**config.mk**
```make
export PLATFORM = sky130hd
export DESIGN_NAME = hold_tx
export DESIGN_NICKNAME = d
export VERILOG_FILES = /design/src/rtl/hold_tx.sv
export SDC_FILE = /design/constraint.sdc
export NUM_CORES = 1
export LEC_CHECK = 0
export ABC_AREA = 1
export BUFFER_PORTS_ARGS = -buffer_cell sky130_fd_sc_hd__buf_2
export CAP_MARGIN = 5
export CORE_UTILIZATION = 50
export DETAILED_ROUTE_END_ITERATION = 8
export GPL_TIMING_DRIVEN = 0
export HOLD_SLACK_MARGIN = 0.15
export PLACE_DENSITY_LB_ADDON = 0.12
export SETUP_SLACK_MARGIN = 0.02
export SYNTH_ARGS = -nofsm -noshare
export SYNTH_HDL_FRONTEND = slang
export SYNTH_SLANG_ARGS = --single-unit
```
**constraint.sdc**
```tcl
create_clock -name clk -period 1.8 [get_ports clk]
set_clock_uncertainty 0.05 [all_clocks]
set_input_delay 0.18 -clock clk [delete_from_list [all_inputs] [get_ports clk]]
set_output_delay 0.18 -clock clk [all_outputs]
set_load 0.005 [all_outputs]
```
**src/rtl/hold_tx.sv**
```systemverilog
// Level-line transmitter: forwards requested levels onto o, but keeps every
// transition on the line for at least HOLD cycles so a downstream filter accepts it.
module hold_tx #(
    parameter int HOLD = 12,
    parameter int CW   = 4
) (
    input  logic       clk,
    input  logic       rst_n,
    input  logic       in_valid,
    input  logic       in_bit,
    output logic       in_ready,
    output logic       o,
    output logic       busy,
    output logic [7:0] edges
);

    typedef enum logic [1:0] {
        ST_IDLE = 2'b00,
        ST_HOLD = 2'b01
    } state_t;

    localparam logic [CW-1:0] LAST_CNT = CW'(HOLD - 1);

    state_t        r_state;
    logic [CW-1:0] r_cnt;
    logic          r_pendV;
    logic          r_pendB;
    logic          r_o;
    logic [7:0]    r_edges;
    logic          w_accept;

    // The single pending slot can only fill while empty, so it never clashes with a consume.
    assign w_accept = in_valid & ~r_pendV;

    always_ff @(posedge clk or negedge rst_n) begin
        if (!rst_n) begin
            r_state <= ST_IDLE;
            r_cnt   <= '0;
            r_pendV <= 1'b0;
            r_pendB <= 1'b0;
            r_o     <= 1'b0;
            r_edges <= 8'd0;
        end else begin
            if (w_accept) begin
                r_pendV <= 1'b1;
                r_pendB <= in_bit;
            end
            case (r_state)
                ST_IDLE: begin
                    // A request equal to the current level is consumed without a transition.
                    if (r_pendV) begin
                        r_pendV <= 1'b0;
                        if (r_pendB != r_o) begin
                            r_o     <= r_pendB;
                            r_edges <= r_edges + 8'd1;
                            r_cnt   <= CW'(1);
                            r_state <= ST_HOLD;
                        end
                    end
                end
                ST_HOLD: begin
                    if (r_cnt == LAST_CNT) begin
                        r_state <= ST_IDLE;
                        r_cnt   <= '0;
                    end else begin
                        r_cnt <= r_cnt + CW'(1);
                    end
                end
                default: begin
                    r_state <= ST_IDLE;
                    r_cnt   <= '0;
                end
            endcase
        end
    end

    assign in_ready = ~r_pendV;
    assign o        = r_o;
    assign busy     = (r_state == ST_HOLD) | r_pendV;
    assign edges    = r_edges;

endmodule
```
==> flow_summary.toml <==
[finish]
areaGrowthSynthToFinish_pct = 19.5
num_antenna_cells = 0
final_cell_mix = "nand2_1, dfrtp_1, buf_2"
drive_gt1_share_pct = 22.0
final_net_count = 134
multi_input_area_um2 = 405
final_common_cell = "nand2_1"
fillers = 133
post-route-util_pct = 65.5
finalNonFillerCells = 143
regArea_um2 = 400
final_area_um2 = 1020

[critical_path]
crit_path_frequent_cell = "dlygate4sd3_1"
timing.rr.start = "r_pendV$_DFF_PN0_"
cp_top_family = "buffers and inverters"
cp.required_ps = 1970
critPathArrivalTime_ps = 1620
reg2reg_to = "r_pendB$_DFFE_PN0P_"
endpoint_kind = "flop"
reg2reg_depth = 5
path_class = "in2reg"
startpoint_type = "primary input"
path_cells = "dlygate4sd3_1, buf_2, nand2_1, nor2_1, dlygate4sd3_1, a21oi_1"
cp_num_buf_inv = 3
cp_max_fo = 3
max_stage_delay_ps = 540
crit_slowest_cell = "dlygate4sd3_1"
ff2ff_setup_slack_ps = 380

[synthesis]
seq_area_frac_synth_pct = 46.9
syn_avg_cell_area_um2 = 8.14
synth_fp_nets = 111
yosys_warnings = 0
synth_cell_type_count = 19
synth.cell_area_um2 = 855
synth-seq-cells = 16
synth_cells = 105

[timing]
whs_ps = 276
setup_viol = 0
fin_ws_ps = 357
slew_viol_final = 0
hold_violations = 0
maxSlewHeadroom_pct = 75.1
rsz0062_at_grt = "no"
min_period_ps = 1440
fin_tns_setup_ps = 0
tightest_slew_ps = 374
max_clock_freq_mhz = 693
period_share_pct = 80.2

[clocking]
cts_root_buf = "clkbuf_4"
cts_tree = "yes"
cts_setup_buffers = 0
h-tree-depth = 1
clk_pin_slew_worst_paths_ps = 100
cts_inserted_buffers = 3
clock_path_buffers = 2
clock_latency_ps = 290
cts_sinks = 16

[floorplanning]
num_rows = 14
die_w_um = 43.3
die_h_um = 43.3
start_util_pct = 54.8
io_pins = 15
core_um2 = 1560
dieArea_um2 = 1880

[grt]
grt_max_degree = 17
grt_usage_pct = 22.6
grt_first_pass_wirelength_mm = 3.08
grt_overflow = 0
antenna_found_initial = 0
grt_pass1_vias = 704

[run_status]
violations = "DRC"
status = "complete, but fails checks"

[detailed_routing]
wl_met2_um = 765
via_count = 724
routed.top_layer = "met4"
met1_length_um = 806
met3WireLength_um = 45
drtIter0Drc = 16
drc_errors = 2
wl_mm = 1.65
drt-pass1-iter-count = 6
antenna_left = 0
routedWlPerCell_um = 11.5
viasPerCell = 5.06

[job]
cap_violations = 0

[placed_design]
dpl_worst_slack_ps = 597
placed_cells = 135
hpwl_mm = 1.13
port_buffers = 14
gp_congestion = 0.750
placed_area_um2 = 945

[power]
p_leak_nw = 0.536
total_power_mw = 1.52
power.density_nw_per_um2 = 1490
peakVddDrop_mv = 1.04

[hold_path]
hold_path_class = "in2async"
state kept, by name, indices dropped and copies added, names as in the netlist:
| name | cells |
|---|---|
| edges | 8 |
| r_cnt | 4 |
| o | 1 |
| r_pendB | 1 |
| r_pendV | 1 |
| r_state | 1 |
cell usage after synthesis:
library cell	count	area (um^2)
nand2_4	1	11.3
nand2_1	41	154
ha_1	2	25.0
xnor2_1	2	17.5
nor2_1	3	11.3
o21ai_0	6	30.0
nand3b_1	1	7.51
nor2_8	1	20.0
dfrtp_1	16	400
o211ai_1	1	7.51
xor2_1	2	17.5
a21oi_1	1	5.00
inv_2	3	11.3
inv_1	10	37.5
o21ai_2	1	8.76
nor2_4	2	22.5
nand3_1	6	30.0
nand4_1	4	25.0
nand2_2	2	12.5
where the power goes:
group | total (mW) | switching [mW] | internal, mW
clock network | 0.246 | 0.123 | 0.123
registers | 0.638 | 0.148 | 0.490
logic | 0.632 | 0.375 | 0.257
total | 1.52 | 0.646 | 0.871
layout make-up:
type                       instances  area share, %
timing repair buffer              18           10.8
clock buffer                       4           3.55
inverter                          13           4.78
sequential                        16           39.2
multi-input combinational         76           39.7
tap                               16           1.96
cells by family (layout without fill, tap and decap cells):
family	after synthesis	after routing	synth area share [%]
AND/OR/NAND/NOR	61	61	34.4
flip-flops	16	16	46.9
buffers and inverters	13	35	5.71
AO/OA/AOI/OAI	9	9	6.00
XOR/XNOR	4	4	4.10
adder cells (fa/ha/maj)	2	2	2.93
layer usage:
metal	vias to the layer above	global-route usage (%)
met4	0	13.1
met3	4	3.75
li1	378	-
met2	15	34.8
met5	-	0
met1	327	30.2
worst max-delay path by stage:
stage | to | cells past startpoint | start
after detailed placement | edges[3]$_DFFE_PN0P_ | 6 | r_state[0]$_DFFE_PN0P_
after global routing | r_pendB$_DFFE_PN0P_ | 5 | r_pendV$_DFF_PN0_
after global placement | edges[3]$_DFFE_PN0P_ | 6 | r_state[0]$_DFFE_PN0P_
after CTS | r_pendB$_DFFE_PN0P_ | 6 | in_valid
final | r_pendB$_DFFE_PN0P_ | 6 | in_valid
after floorplan | edges[3]$_DFFE_PN0P_ | 6 | r_state[0]$_DFFE_PN0P_
what timing repair did:
action                    CTS  global route
resized for setup           0             0
hold buffers                4             0
hold endpoints to repair   18             0
No activity file was read; power rests on OpenSTA's default activity.
